`config.mk`:
```
export PLATFORM = sky130hd
export DESIGN_NAME = vector_sequencer
export DESIGN_NICKNAME = d
export VERILOG_FILES = /design/src/rtl/seq_pkg.sv /design/src/rtl/lane_mask_gen.sv /design/src/rtl/vector_sequencer.sv
export SDC_FILE = /design/constraint.sdc
export NUM_CORES = 1
export LEC_CHECK = 0
export CORE_MARGIN = 2
export CORE_UTILIZATION = 46
export CTS_BUF_LIST = sky130_fd_sc_hd__clkbuf_4 sky130_fd_sc_hd__clkbuf_8 sky130_fd_sc_hd__clkbuf_16
export DETAILED_ROUTE_END_ITERATION = 8
export GPL_TIMING_DRIVEN = 0
export PLACE_DENSITY = 0.78
export SYNTH_ARGS = -nofsm -noshare
export SYNTH_HDL_FRONTEND = slang
export SYNTH_SLANG_ARGS = --single-unit
```
`constraint.sdc`:
```
create_clock -name clk -period 1.6 [get_ports clk]
set_input_delay 0.16 -clock clk [delete_from_list [all_inputs] [get_ports clk]]
set_output_delay 0.16 -clock clk [all_outputs]
set_load 0.005 [all_outputs]
```
`src/rtl/seq_pkg.sv`:
```
// Shared types for the vector sequencer: opcodes, control word, op classes,
// FSM state encoding and the opcode decode function.
package seq_pkg;

   localparam int unsigned SEQ_OP_W = 4;

   typedef enum logic [3:0] {
      OP_INC       = 4'b0001,
      OP_ADD       = 4'b0010,
      OP_CMP       = 4'b0011,
      OP_B         = 4'b0100,
      OP_BNQ       = 4'b0101,
      OP_LOAD_8X8  = 4'b0110,
      OP_STORE_8X8 = 4'b0111,
      OP_MODS_8X8  = 4'b1000,
      OP_INC1_4X16 = 4'b1001,
      OP_NORM_4X16 = 4'b1010,
      OP_MULS_4X16 = 4'b1011,
      OP_GET8X8    = 4'b1100,
      OP_MOV       = 4'b1110
   } op_e;

   typedef enum logic [1:0] {
      CLS_SCALAR,
      CLS_VECTOR,
      CLS_ILLEGAL
   } op_class_e;

   typedef enum logic [1:0] {
      ST_IDLE,
      ST_ISSUE,
      ST_BUBBLE
   } seq_state_e;

   typedef struct packed {
      logic       get8;
      logic       pc_src;
      logic       scalar_write;
      logic       vector_write;
      logic       histogram_write;
      logic       mem_to_reg;
      logic       mem_write;
      logic       branch;
      logic       hist_src;
      logic       flag_write;
      logic       imm_src;
      logic       vector_or_histogram;
      logic [2:0] alu_control;
      logic [2:0] lane_control;
   } ctrl_word_t;

   typedef struct packed {
      op_class_e  cls;
      ctrl_word_t ctrl;
   } decode_t;

   localparam ctrl_word_t CTRL_NOP = '{
      get8: 1'b0, pc_src: 1'b0, scalar_write: 1'b0, vector_write: 1'b0,
      histogram_write: 1'b0, mem_to_reg: 1'b0, mem_write: 1'b0, branch: 1'b0,
      hist_src: 1'b0, flag_write: 1'b0, imm_src: 1'b0, vector_or_histogram: 1'b0,
      alu_control: 3'b011, lane_control: 3'b111
   };

   // Opcode to {class, control word}; fields not listed keep the NOP defaults.
   function automatic decode_t decode_op(input logic [SEQ_OP_W-1:0] op, input logic cond);
      decode_t d;
      d.cls  = CLS_SCALAR;
      d.ctrl = CTRL_NOP;
      case (op)
         OP_MOV: begin
            d.ctrl.scalar_write = 1'b1;
            d.ctrl.imm_src      = 1'b1;
            d.ctrl.alu_control  = 3'b100;
         end
         OP_INC: begin
            d.ctrl.scalar_write = 1'b1;
            d.ctrl.alu_control  = 3'b001;
         end
         OP_ADD: begin
            d.ctrl.scalar_write = 1'b1;
            d.ctrl.imm_src      = 1'b1;
            d.ctrl.alu_control  = 3'b000;
         end
         OP_CMP: begin
            d.ctrl.flag_write  = 1'b1;
            d.ctrl.alu_control = 3'b010;
         end
         OP_B: begin
            d.ctrl.branch      = 1'b1;
            d.ctrl.pc_src      = 1'b1;
            d.ctrl.imm_src     = 1'b1;
            d.ctrl.alu_control = 3'b100;
         end
         OP_BNQ: begin
            d.ctrl.branch      = 1'b1;
            d.ctrl.pc_src      = cond;
            d.ctrl.imm_src     = 1'b1;
            d.ctrl.alu_control = 3'b101;
         end
         OP_LOAD_8X8: begin
            d.cls                = CLS_VECTOR;
            d.ctrl.vector_write  = 1'b1;
            d.ctrl.mem_to_reg    = 1'b1;
         end
         OP_STORE_8X8: begin
            d.cls            = CLS_VECTOR;
            d.ctrl.mem_write = 1'b1;
         end
         OP_MODS_8X8: begin
            d.cls               = CLS_VECTOR;
            d.ctrl.vector_write = 1'b1;
         end
         OP_INC1_4X16: begin
            d.cls                      = CLS_VECTOR;
            d.ctrl.histogram_write     = 1'b1;
            d.ctrl.vector_or_histogram = 1'b1;
            d.ctrl.lane_control        = 3'b100;
         end
         OP_NORM_4X16: begin
            d.cls                      = CLS_VECTOR;
            d.ctrl.histogram_write     = 1'b1;
            d.ctrl.hist_src            = 1'b1;
            d.ctrl.vector_or_histogram = 1'b1;
            d.ctrl.lane_control        = 3'b000;
         end
         OP_MULS_4X16: begin
            d.cls                  = CLS_VECTOR;
            d.ctrl.histogram_write = 1'b1;
            d.ctrl.lane_control    = 3'b010;
         end
         OP_GET8X8: begin
            d.cls                      = CLS_VECTOR;
            d.ctrl.get8                = 1'b1;
            d.ctrl.vector_write        = 1'b1;
            d.ctrl.vector_or_histogram = 1'b1;
         end
         default: d.cls = CLS_ILLEGAL;
      endcase
      return d;
   endfunction

endpackage

```
`src/rtl/lane_mask_gen.sv`:
```
// Beat index to lane mask: beat k enables lanes [k*LANES_PER_CYCLE +: LANES_PER_CYCLE].
//   beat_idx : current beat number
//   mask_c   : combinational lane mask for that beat
module lane_mask_gen #(
   parameter int unsigned NUM_LANES       = 8,
   parameter int unsigned LANES_PER_CYCLE = 4,
   localparam int unsigned BEATS          = NUM_LANES / LANES_PER_CYCLE,
   localparam int unsigned BW             = (BEATS > 1) ? $clog2(BEATS) : 1
) (
   input  logic [BW-1:0]        beat_idx,
   output logic [NUM_LANES-1:0] mask_c
);

   always_comb begin
      mask_c = '0;
      for (int unsigned k = 0; k < BEATS; k++) begin
         if (beat_idx == BW'(k)) begin
            mask_c[k*LANES_PER_CYCLE +: LANES_PER_CYCLE] = '1;
         end
      end
   end

endmodule

```
`src/rtl/vector_sequencer.sv`:
```
// Multi-cycle opcode sequencer: accepts one opcode per handshake and issues a
// registered control word for one beat (scalar/branch) or BEATS beats (vector)
// with per-beat lane masks; honours datapath stall.
//   clk, reset             : clock, async active-high reset
//   instr_valid/ready, op, cond : instruction handshake (cond sampled at accept)
//   stall                  : holds the current beat
//   ctrl_valid, beat_idx, last_beat, lane_mask : beat framing
//   get8 .. lane_control   : control word fields
//   illegal_op             : one-cycle pulse for an undefined opcode
//   busy                   : instruction in flight
module vector_sequencer
   import seq_pkg::*;
#(
   parameter int unsigned NUM_LANES       = 8,
   parameter int unsigned LANES_PER_CYCLE = 4,
   parameter int unsigned OP_W            = 4,
   localparam int unsigned BEATS          = NUM_LANES / LANES_PER_CYCLE,
   localparam int unsigned BW             = (BEATS > 1) ? $clog2(BEATS) : 1
) (
   input  logic                 clk,
   input  logic                 reset,
   input  logic                 instr_valid,
   output logic                 instr_ready,
   input  logic [OP_W-1:0]      op,
   input  logic                 cond,
   input  logic                 stall,
   output logic                 ctrl_valid,
   output logic [BW-1:0]        beat_idx,
   output logic                 last_beat,
   output logic [NUM_LANES-1:0] lane_mask,
   output logic                 get8,
   output logic                 pc_src,
   output logic                 scalar_write,
   output logic                 vector_write,
   output logic                 histogram_write,
   output logic                 mem_to_reg,
   output logic                 mem_write,
   output logic                 branch,
   output logic                 hist_src,
   output logic                 flag_write,
   output logic                 imm_src,
   output logic                 vector_or_histogram,
   output logic [2:0]           alu_control,
   output logic [2:0]           lane_control,
   output logic                 illegal_op,
   output logic                 busy
);

   seq_state_e           state_q, state_d;
   logic [BW-1:0]        beat_q, beat_d;
   logic                 vec_q, vec_d;
   ctrl_word_t           ctrl_q, ctrl_d;
   logic                 valid_q, valid_d;
   logic                 last_q, last_d;
   logic [NUM_LANES-1:0] mask_q, mask_d;
   logic                 illegal_q, illegal_d;
   logic                 load_c;
   logic                 accept_c;
   decode_t              dec_c;
   logic [NUM_LANES-1:0] gen_mask_c;

   // Mask for the beat that will be live next cycle.
   lane_mask_gen #(
      .NUM_LANES       (NUM_LANES),
      .LANES_PER_CYCLE (LANES_PER_CYCLE)
   ) u_lane_mask_gen (
      .beat_idx (beat_d),
      .mask_c   (gen_mask_c)
   );

   // Ready on idle, or on an unstalled final beat for zero-bubble issue.
   // The bubble carries last_beat=0, so it never accepts.
   assign instr_ready = (state_q == ST_IDLE) || (valid_q && last_q && !stall);
   assign accept_c    = instr_valid && instr_ready;
   assign dec_c       = decode_op(SEQ_OP_W'(op), cond);

   // State register (plus registered control word and framing).
   always_ff @(posedge clk or posedge reset) begin
      if (reset) begin
         state_q   <= ST_IDLE;
         beat_q    <= '0;
         vec_q     <= 1'b0;
         ctrl_q    <= CTRL_NOP;
         valid_q   <= 1'b0;
         last_q    <= 1'b0;
         mask_q    <= '0;
         illegal_q <= 1'b0;
      end else begin
         state_q   <= state_d;
         beat_q    <= beat_d;
         vec_q     <= vec_d;
         ctrl_q    <= ctrl_d;
         valid_q   <= valid_d;
         last_q    <= last_d;
         mask_q    <= mask_d;
         illegal_q <= illegal_d;
      end
   end

   // Next-state: beat sequencing and instruction load.
   always_comb begin
      state_d = state_q;
      beat_d  = beat_q;
      vec_d   = vec_q;
      load_c  = 1'b0;
      case (state_q)
         ST_IDLE: begin
            if (accept_c) load_c = 1'b1;
         end
         ST_ISSUE: begin
            if (!stall) begin
               if (last_q) begin
                  if (accept_c) begin
                     load_c = 1'b1;
                  end else begin
                     state_d = ST_IDLE;
                     beat_d  = '0;
                     vec_d   = 1'b0;
                  end
               end else begin
                  beat_d = beat_q + BW'(1);
               end
            end
         end
         ST_BUBBLE: begin
            state_d = ST_IDLE;
            beat_d  = '0;
            vec_d   = 1'b0;
         end
         default: begin
            state_d = ST_IDLE;
            beat_d  = '0;
            vec_d   = 1'b0;
         end
      endcase
      if (load_c) begin
         state_d = (dec_c.cls == CLS_ILLEGAL) ? ST_BUBBLE : ST_ISSUE;
         beat_d  = '0;
         vec_d   = (dec_c.cls == CLS_VECTOR);
      end
   end

   // Output next-values; a stalled beat recomputes to the same values.
   always_comb begin
      ctrl_d    = ctrl_q;
      valid_d   = valid_q;
      illegal_d = 1'b0;
      if (load_c) begin
         valid_d = 1'b1;
         if (dec_c.cls == CLS_ILLEGAL) begin
            ctrl_d    = CTRL_NOP;
            illegal_d = 1'b1;
         end else begin
            ctrl_d = dec_c.ctrl;
         end
      end else if (state_d == ST_IDLE) begin
         ctrl_d  = CTRL_NOP;
         valid_d = 1'b0;
      end
      last_d = (state_d == ST_ISSUE) && (!vec_d || (beat_d == BW'(BEATS - 1)));
      if (state_d == ST_ISSUE) begin
         mask_d = vec_d ? gen_mask_c : '1;
      end else begin
         mask_d = '0;
      end
   end

   assign ctrl_valid          = valid_q;
   assign beat_idx            = beat_q;
   assign last_beat           = last_q;
   assign lane_mask           = mask_q;
   assign illegal_op          = illegal_q;
   assign busy                = (state_q != ST_IDLE);
   assign get8                = ctrl_q.get8;
   assign pc_src              = ctrl_q.pc_src;
   assign scalar_write        = ctrl_q.scalar_write;
   assign vector_write        = ctrl_q.vector_write;
   assign histogram_write     = ctrl_q.histogram_write;
   assign mem_to_reg          = ctrl_q.mem_to_reg;
   assign mem_write           = ctrl_q.mem_write;
   assign branch              = ctrl_q.branch;
   assign hist_src            = ctrl_q.hist_src;
   assign flag_write          = ctrl_q.flag_write;
   assign imm_src             = ctrl_q.imm_src;
   assign vector_or_histogram = ctrl_q.vector_or_histogram;
   assign alu_control         = ctrl_q.alu_control;
   assign lane_control        = ctrl_q.lane_control;

endmodule

```
# After elaboration in Yosys (flattened, before gate mapping)
# Index checks and enable logic that the tools add are counted.
# W data, S select, Z words.
# word_totals
ff_bits	33
latch_bits	0
ramBits	0
rom_bits	0
in_bits	9
out_inout_bits	32
elab_cells	106
n_memories	0
# classes
addsub	1
mul	0
n_div	0
n_lt_le_gt_ge	0
n_eq_ne	17
shift	0
mux	46
bitwise	0
reduce_logical	21
# op_table
cell	count
$mux W18	3
$mux W1	26
$eq A4 B4 Y1 const B	6
$eq A4 B3 Y1 const B	4
$mux W8	2
$pmux W3 S5	1
$reduce_or A3 Y1	4
$mux W2	5
$pmux W3 S3	1
$eq A4 B2 Y1 const B	2
$mux W4	2
$pmux W1 S2	4
$pmux W2 S2	2
$reduce_or A7 Y1	1
$eq A2 B1 Y1 const B	3
$reduce_or A6 Y1	1
$eq A4 B1 Y1 const B	1
$logic_and A1 B1 Y1	4
$logic_not A2 Y1	2
$reduce_bool A2 Y1	2
$reduce_or A2 Y1	2
$reduce_or A4 Y1	1
$eq A2 B2 Y1 const B	1
$logic_not A1 Y1	2
other kinds (2)	3

# Longest topological paths before layout
# Gate-level depths: netlist of the first run.
# depth
ltp_word	12
depth_mapped	6
depth_no_buf	5

# Modules after synthesis
# A second synthesis of the first run with hierarchy kept.
# hier_totals
hier_cells	161
hier_area_um2	1586.5
# by_module_without_submodules
mod	instances	cells_per_inst	area_per_inst_um2	seq_area_each_um2
vector_sequencer	1	153	1530.2	832.0
lane_mask_gen	1	8	56.3	0.0

# Worst setup path before layout of the first run
# OpenSTA, ideal clock, no wires.
# synth_path
path_kind	register to register
startpoint	register last_q (netlist: last_beat)
endpoint	register mask_q[3] (netlist: lane_mask[3])
setup_time_ns	0.136
arrival_time_ns	1.284
t_required_ns	1.464
path_slack_ns	0.180
path_stages_with_launch	6
n_path_buf	0
synth_period_minus_slack_ns	1.420
cell_sequence	dfrtp_1 > nor2b_2 > a211o_1 > a221o_1 > inv_1 > a21oi_1
# synth_via
elab_chain_cells	12
word_cells_on_any_way	27
cone_classes	eq/ne (1); mux (22); reduce/logical (4)
# synth_lines
element	line_no	rtl
start: declaration	vector_sequencer.sv:54	logic last_q, last_d;
start signal: assignment	vector_sequencer.sv:94	last_q <= last_d;
$logic_and A1 B1 Y1 (2 in a row)	vector_sequencer.sv:73	assign instr_ready = (state_q == ST_IDLE) || (valid_q && last_q && !stall);
$logic_or A1 B1 Y1	vector_sequencer.sv:73	
$logic_and A1 B1 Y1	vector_sequencer.sv:74	assign accept_c = instr_valid && instr_ready;
$mux W1 (on tied branches)	vector_sequencer.sv:113, vector_sequencer.sv:108	
$mux W1	vector_sequencer.sv:112	if (last_q) begin
$mux W1	vector_sequencer.sv:111	if (!stall) begin
$pmux W1 S2	vector_sequencer.sv:106	case (state_q)
$mux W1 (*)	vector_sequencer.sv:136	if (load_c) begin
net beat_d	vector_sequencer.sv:50	logic [BW-1:0] beat_q, beat_d;
$mux W4 (*)	lane_mask_gen.sv:17	if (beat_idx == BW'(k)) begin
$mux W8 (*)	vector_sequencer.sv:162	mask_d = vec_d ? gen_mask_c : '1;
$mux W8 (*)	vector_sequencer.sv:161	if (state_d == ST_ISSUE) begin
end signal: assignment	vector_sequencer.sv:95	mask_q <= mask_d;
end: declaration	vector_sequencer.sv:55	logic [NUM_LANES-1:0] mask_q, mask_d;
# The timed path passes the listed nets; every way through them passes the cells marked *.
# A chain may end at the register's enable or synchronous reset.

# Final worst setup path of the first run
# layout_path
startpoint	register ctrl_q (netlist bit alu_control[1])
endpoint	output port alu_control[1]
# layout_rtl
element	line_no	rtl
start: declaration	vector_sequencer.sv:52	ctrl_word_t ctrl_q, ctrl_d;
start signal: assignment	vector_sequencer.sv:92	ctrl_q <= ctrl_d;
end: declaration	vector_sequencer.sv:43	output logic [2:0] alu_control,
# No word-level cell between the ends.

==> impl_metrics.ini, run 1 <==
[grt]
grt_overflow = 0
grt_max_degree = 28
grt_pass1_wl_um = 4990
grt_pass1_vias = 1081
grt_usage_pct = 19.2
antenna_found_initial = 0

[drt]
first_pass_iters = 7
detail-route-antenna-nets = 0
drt_iter0_drc = 60
viasPerCell = 5.54
wire_per_inst_um = 14.6
drc = 6
routed-via-count = 1185
wirelength_um = 3130

[yosys]
syn-num-nets = 149
synth_top_area_share_pct = 40.0
ys_ff_latch = 27
synth_cells = 140
synth.distinct_cells = 38
async_reset_ff_share_pct = 100
yosysTopAreaCell = dfrtp_1
synth.avg_cell_area_sq_um = 9.82
ys_top_cells_by_area = dfrtp_1, dfstp_2, nand2_1, a21oi_1, buf_4
ys_seq_area_share_pct = 49.6
synth.most_common_cell = dfrtp_1
yosys_warnings = 0
synth_edf_count = 0
synthTopCellsByCount = dfrtp_1, nand2_1, a21oi_1, nor2_1, o21ai_0
synth_area_sq_um = 1380
synth_top_flop_cell = dfrtp_1

[clocking]
cts_buffers = 3
cts_setup_buffers = 0
clk_path_buf_depth = 2
cts-root-buf = clkbuf_4
cts_tree = built
clk-insertion-delay-late_ns = 0.34
path_clk_slew_ns = 0.15
cts_hold_buf = 0
clock_tree.htree_level_count = 1
cts_sinks = 27

[timing]
max_slew_margin_pct = 34.5
fin_crit_sh_pct = 97.0
fmax_ghz = 0.645
tns_ns = 0
setup_violations = 0
timing_worst_slew_pin_value_ns = 0.981
slew_violations = 0
finClkSkew_ns = 0.00883
hold_violations = 0
min_period_ns = 1.55

[setup_path]
path_buf_inv = 1
cpPeakStageDelay_ns = 0.57
crit_slowest_cell = dfstp_2
path_cells = clkdlybuf4s50_1
cp.arrival_ns = 1.39
cp.required_ns = 1.44
path_max_fanout = 2
critPathTopFamily = flip-flops
end_kind = output pin
startpoint_type = flop
crit_type = reg -> out

[power_and_ir_drop]
p_comb_share_pct = 49.1
swShare_pct = 35.4
peakVddDrop_mv = 0.839
power.density_nw_per_um2 = 1360
seqPwrFrac_pct = 38.7
power.switching_uw = 891
p_leak_nw = 0.828
internal_power_mw = 1.63
clockPowerShare_pct = 12.3
p_total_mw = 2.52

[run_status]
outcome = finished with violations
violations = design-rule violations

[placement]
gp_congestion = 0.834
numPortBuffers = 39
hpwl_um = 2300

[finish]
antenna_cells = 0
area_delta_synth_final_pct = 34.5
nNetsFinal = 193
register_area_sq_um = 683
nFillCells = 241
layout-drive-gt1-share_pct = 18.6
multiInputGateArea_sq_um = 591

[worst_hold_path]
hold_class = in -> reg

[floorplan]
dieWidth_um = 58.7
die_y_um = 58.7
io_pins = 41
coreArea_sq_um = 2810
start_util_pct = 49.0
std_cell_rows = 19
die_area_sq_um = 3440

[job]
maxCapViolations = 0
==> final timing paths <==
check                               startpoint              to  slack [ns]  cells after the start
worst max-delay path            alu_control[1]  alu_control[1]        0.05                      1
worst min-delay path                     op[1]      state_q[1]        0.30                      4
min in group asynchronous                reset      state_q[1]        0.33                      2
worst max register to register       last_beat    lane_mask[3]        0.07                      5
max in group asynchronous                reset       last_beat        0.62                      2
worst min register to register         imm_src         imm_src        0.49                      2
==> power groups by stage <==
stage	logic, mW	clock network [mW]	registers [mW]
6_report	1.23	0.308	0.974
5_1_grt	1.35	0.353	0.997
4_1_cts	1.24	0.316	0.971
3_5_place_dp	1.24	0	0.981
3_3_place_gp	1.20	0	0.971
2_1_floorplan	0.627	0	0.976
==> metrics by stage <==
stage	utilization [%]	area [sq um]	setup slack, ns	cells	hold slack (ns)
after floorplan	-	1380	0.180	140	0.209
after global placement	64.3	1800	-0.152	210	0.456
after detailed placement	64.3	1800	-0.187	210	0.461
after CTS	65.6	1840	0.00571	214	0.290
after global routing	65.9	1850	-0.00271	214	0.324
final	65.9	1850	0.0487	214	0.301
==> layer usage <==
metal / part of all wire (%) / global-route usage, % / vias to the layer above
met5: 0 / 0 / -
li1: - / - / 569
met3: 7.2 / 3.30 / 5
met2: 47 / 31.1 / 50
met4: 1.4 / 6.82 / 0
met1: 44 / 25.9 / 561
==> final cells by class <==
cell class / count / share of cell area [%]
well taps: 31 / 2.10
repair buffers: 39 / 21.1
plain buffers: 13 / 4.67
clock inverters: 1 / 0.406
clock buffers: 3 / 1.22
flip-flops and latches: 27 / 36.9
multi-input cells: 92 / 31.9
inverters: 8 / 1.62
==> cell families after synthesis <==
group	Yosys count	synth area share (%)
compound gates	41	22.3
xor+xnor	3	1.91
buf+inv	21	8.19
flops	27	49.6
simple gates	48	18.0
==> cell usage in the layout (no fill, tap or decap), types with 3 or more instances in the layout <==
| master | Yosys | final |
|---|---|---|
| a21oi_1 | 11 | 11 |
| buf_2 | 6 | 6 |
| buf_4 | 7 | 6 |
| clkbuf_4 | 0 | 3 |
| clkdlybuf4s50_1 | 0 | 35 |
| dfrtp_1 | 22 | 21 |
| dfstp_2 | 5 | 5 |
| inv_1 | 8 | 8 |
| nand2_1 | 16 | 16 |
| nand2b_1 | 7 | 7 |
| nand3_1 | 5 | 5 |
| nor2_1 | 11 | 10 |
| o21ai_0 | 9 | 9 |
==> timing repair <==
item                       CTS  global route
pin swaps                    0             0
setup endpoints to repair    5             6
cloned                       0             0
resized for setup            6             6
No activity file was read; power rests on OpenSTA's default activity.
==> run 2: changes to the inputs <==
- CORE_UTILIZATION: 46 -> 42
- PLACE_DENSITY: 0.78 -> 0.75
- clock period: 1.6 -> 1.29 ns (I/O delays scaled with it)
==> impl_metrics.ini, run 2 (synthesized netlist as in run 1, its figures left out) <==
[worst_hold_path]
hold_class = in -> reg
hold_path_depth = 4
worstHoldStart = op[1]

[power_and_ir_drop]
seqPwrFrac_pct = 31.1
p_leak_nw = 1.08
swShare_pct = 37.6
p_comb_share_pct = 58.5
internal_power_mw = 2.40
power.density_nw_per_um2 = 1710
power.switching_mw = 1.44
clockPowerShare_pct = 10.4
peakVddDrop_mv = 0.775

[finish]
layout-drive-gt1-share_pct = 41.0
final_cell_mix = buf_4, dfrtp_1, dlygate4sd2_1
antenna_cells = 0
nNetsFinal = 215
layout_commonest_cell = buf_4
fin_area_sq_um = 2250
fin_util_pct = 73.0
area_delta_synth_final_pct = 63.5

[timing]
hold_violations = 0
min_period_ns = 1.47
holdWs_ns = 0.292
max_slew_margin_pct = 29.8
fin_crit_sh_pct = 114
finClkSkew_ns = 0.00468
setup_ws_ns = -0.182
rsz0062_at_grt = yes
slew_violations = 0
setup_violations = 28
fmax_ghz = 0.679
timing_worst_slew_pin_value_ns = 1.05

[drt]
routed-via-count = 1316
detail-route-antenna-nets = 0
first_pass_iters = 4
wirelength_um = 3880
viasPerCell = 5.29
drt_iter0_drc = 50
wire_per_inst_um = 15.6
drc = 0

[grt]
antenna_found_initial = 0
grt_max_degree = 28
grt_pass1_vias = 1268
grt_overflow = 0
grt_usage_pct = 20.5
grt_pass1_wl_um = 5790

[run_status]
outcome = finished with violations
violations = negative setup slack

[floorplan]
dieWidth_um = 61.2
die_area_sq_um = 3750
die_y_um = 61.2
io_pins = 41
coreArea_sq_um = 3080
start_util_pct = 44.7
std_cell_rows = 20

[placement]
post_dp_cell_area_sq_um = 1850
dp_worst_setup_slack_ns = -0.489
hpwl_um = 2350
gp_congestion = 0.897
numPortBuffers = 39

[clocking]
cts-root-buf = clkbuf_4
cts_tree = built
clk_path_buf_depth = 2
cts_sinks = 27
path_clk_slew_ns = 0.16
clk-insertion-delay-late_ns = 0.34
clock_tree.htree_level_count = 1
cts_buffers = 3

[setup_path]
cp.arrival_ns = 1.71
rr_worst_depth = 5
path_max_fanout = 6
rrSetupSlack_ns = -0.18
startpoint = last_beat
r2r_end = lane_mask[3]
crit_type = reg -> reg
endpoint = lane_mask[3]
end_kind = flop
r2r_start = last_beat
startpoint_type = flop
cp.required_ns = 1.52

[job]
maxCapViolations = 0
[run 2: final cells by class]
class / count / area (sq um)
sequential: 27 / 683
inverter: 8 / 30.0
timing repair buffer: 61 / 567
buffer: 13 / 98.8
multi-input combinational: 92 / 785
clock buffer: 3 / 22.5
tap: 44 / 55.1
fill: 221 / 830
clock inverter: 1 / 7.51
[run 2: worst max-delay path, cell delays in order (launching register included)]
cell	delay (ns)
dfrtp_2	0.48
nor2b_4	0.14
a211o_1	0.26
a221o_1	0.35
inv_1	0.09
a21oi_1	0.06
[run 2: timing repair]
item | 4_1_cts | 5_1_grt
setup endpoints to repair | 56 | 37
gates resized for setup | 73 | 23
pin swaps | 8 | 8
endpoints found under the hold margin | 0 | 0
setup buffers | 19 | 4
cloned | 1 | 0
hold buffers | 0 | 0
[run 2: worst min-delay path by stage]
stage / endpoint
2_1_floorplan: alu_control[2]
3_3_place_gp: imm_src
3_5_place_dp: vector_or_histogram
4_1_cts: state_q[1]
5_1_grt: mem_to_reg
6_report: vector_or_histogram
[run 2: power groups by stage]
stage / clock network, mW / logic (mW) / registers [mW]
after floorplan: 0 / 0.822 / 1.22
after global placement: 0 / 1.54 / 1.21
after detailed placement: 0 / 1.58 / 1.22
after CTS: 0.397 / 1.95 / 1.19
after global routing: 0.423 / 2.42 / 1.22
final: 0.399 / 2.25 / 1.20
[run 2: through the flow]
| stage | TNS [ns] | std cells | total power, mW |
|---|---|---|---|
| final | -2.60 | 249 | 3.84 |
| after global routing | -4.39 | 249 | 4.07 |
| after CTS | -2.51 | 247 | 3.53 |
| after detailed placement | -13.28 | 223 | 2.80 |
| after global placement | -10.91 | 223 | 2.75 |
| after floorplan | -0.201 | 140 | 2.04 |
[run 2: routing by layer]
| metal | routed length, um | vias to the layer above | part of all wire (%) | GRT usage [%] |
|---|---|---|---|---|
| li1 | - | 614 | - | - |
| met3 | 257 | 4 | 6.6 | 2.73 |
| met4 | 23 | 0 | 0.59 | 3.73 |
| met5 | 0 | - | 0 | 0 |
| met1 | 1550 | 640 | 40 | 27.2 |
| met2 | 2050 | 58 | 53 | 36.2 |
==> run 3: changes to the inputs <==
- SLEW_MARGIN: default -> 20
==> impl_metrics.ini, run 3 (synthesized netlist as in run 1, its figures left out) <==
[setup_path]
end_kind = flop
crit_type = reg -> reg
path_buf_inv = 1
path_cells = nor2b_4 > a211o_1 > a221o_1 > inv_1 > a21oi_1
cp.depth = 5
crit_slowest_cell = dfrtp_2
path_max_fanout = 6
rr_worst_depth = 5
cp.required_ns = 1.52
endpoint = lane_mask[3]
startpoint = last_beat
startpoint_type = flop
cpPeakStageDelay_ns = 0.48
r2r_start = last_beat
r2r_end = lane_mask[3]
critPathTopFamily = compound AO/OA/AOI/OAI gates
cp.arrival_ns = 1.71
rrSetupSlack_ns = -0.18

[timing]
fmax_ghz = 0.679
rsz0062_at_grt = yes
hold_violations = 0
setup_violations = 28
setup_ws_ns = -0.182
finClkSkew_ns = 0.00468
slew_violations = 0
min_period_ns = 1.47
fin_crit_sh_pct = 114
max_slew_margin_pct = 61.2
timing_worst_slew_pin_value_ns = 0.581

[finish]
fin_cells = 249
area_delta_synth_final_pct = 63.5
fin_util_pct = 73.0
nNetsFinal = 215
layout_commonest_cell = buf_4
antenna_cells = 0
layout-drive-gt1-share_pct = 41.5
final_cell_mix = buf_4, dfrtp_1, dlygate4sd2_1

[clocking]
clk-insertion-delay-late_ns = 0.34
cts-root-buf = clkbuf_4
cts_buffers = 3
clock_tree.htree_level_count = 1
clk_path_buf_depth = 2
cts_tree = built
path_clk_slew_ns = 0.16
cts_sinks = 27

[placement]
place_inst = 223
hpwl_um = 2350
gp_congestion = 0.897
numPortBuffers = 39

[grt]
met2_usage_pct = 36.2
grt_overflow = 0
grt_pass1_vias = 1268
grt_pass1_wl_um = 5790
grt_busiest_layer = met2
grt_usage_pct = 20.5
gr-usage-met3_pct = 2.73
grt_max_degree = 28
antenna_found_initial = 0
grt_use_met1_pct = 27.2

[drt]
routed-via-count = 1316
viasPerCell = 5.29
drt_iter0_drc = 51
first_pass_iters = 4
detail-route-antenna-nets = 0
drc = 0
wirelength_um = 3880
wire_per_inst_um = 15.6

[floorplan]
io_pins = 41
std_cell_rows = 20
coreArea_sq_um = 3080
dieWidth_um = 61.2
start_util_pct = 44.7
die_y_um = 61.2
die_area_sq_um = 3750

[run_status]
violations = negative setup slack
outcome = finished with violations

[power_and_ir_drop]
peakVddDrop_mv = 0.775
p_leak_nw = 1.08
power.density_nw_per_um2 = 1710

[worst_hold_path]
hold_class = in -> async

[job]
maxCapViolations = 0
==> run 3: area by class of cell <==
cell class | instances | area [sq um]
Fill cell | 221 | 830
Multi-Input combinational cell | 92 | 785
Sequential cell | 27 | 683
Timing Repair Buffer | 61 | 567
Buffer | 13 | 98.8
Tap cell | 44 | 55.1
Inverter | 8 | 30.0
Clock buffer | 3 | 22.5
Clock inverter | 1 | 7.51
==> run 3: what timing repair did <==
action,4_1_cts,5_1_grt
buffers inserted,19,4
gates resized for setup,73,23
hold buffers,0,0
endpoints found under the setup margin,56,37
pin swaps,8,8
cloned,1,0
==> run 3: layer usage <==
layer  part of all wire, %  wire (um)
met2                    53       2050
met5                     0          0
met1                    40       1550
met4                  0.59         23
met3                   6.6        257
==> run 3: how the worst min path moves through the flow <==
stage,endpoint,slack (ns),cells after the start
after floorplan,alu_control[2],0.18,1
after global placement,imm_src,0.46,2
after detailed placement,vector_or_histogram,0.46,2
after CTS,state_q[1],0.28,4
after global routing,beat_idx,0.24,2
final,mem_to_reg,0.17,2
==> run 3: stage by stage <==
step	setup TNS [ns]	setup slack, ns	instance area (sq um)	power, mW	hold slack (ns)
finish	-2.60	-0.182	2250	3.84	0.174
global placement	-10.91	-0.443	1850	2.75	0.457
detailed placement	-13.28	-0.489	1850	2.80	0.458
CTS	-2.51	-0.187	2120	3.53	0.285
global route	-4.36	-0.253	2250	4.07	0.238
floorplan	-0.201	-0.0858	1410	2.04	0.178
==> run 3: worst reg2reg max path, delay by kind of cell (launching register included) <==
| family | cells | cell delay, ns |
|---|---|---|
| DFF | 1 | 0.48 |
| AOI/OAI and AO/OA | 3 | 0.67 |
| buffers and inverters | 1 | 0.09 |
| and+or+nand+nor | 1 | 0.14 |
==> run 3: power by group <==
part	internal (mW)	switching (mW)
logic	1.22	1.02
registers	1.05	0.142
clock network	0.119	0.280
total	2.40	1.44
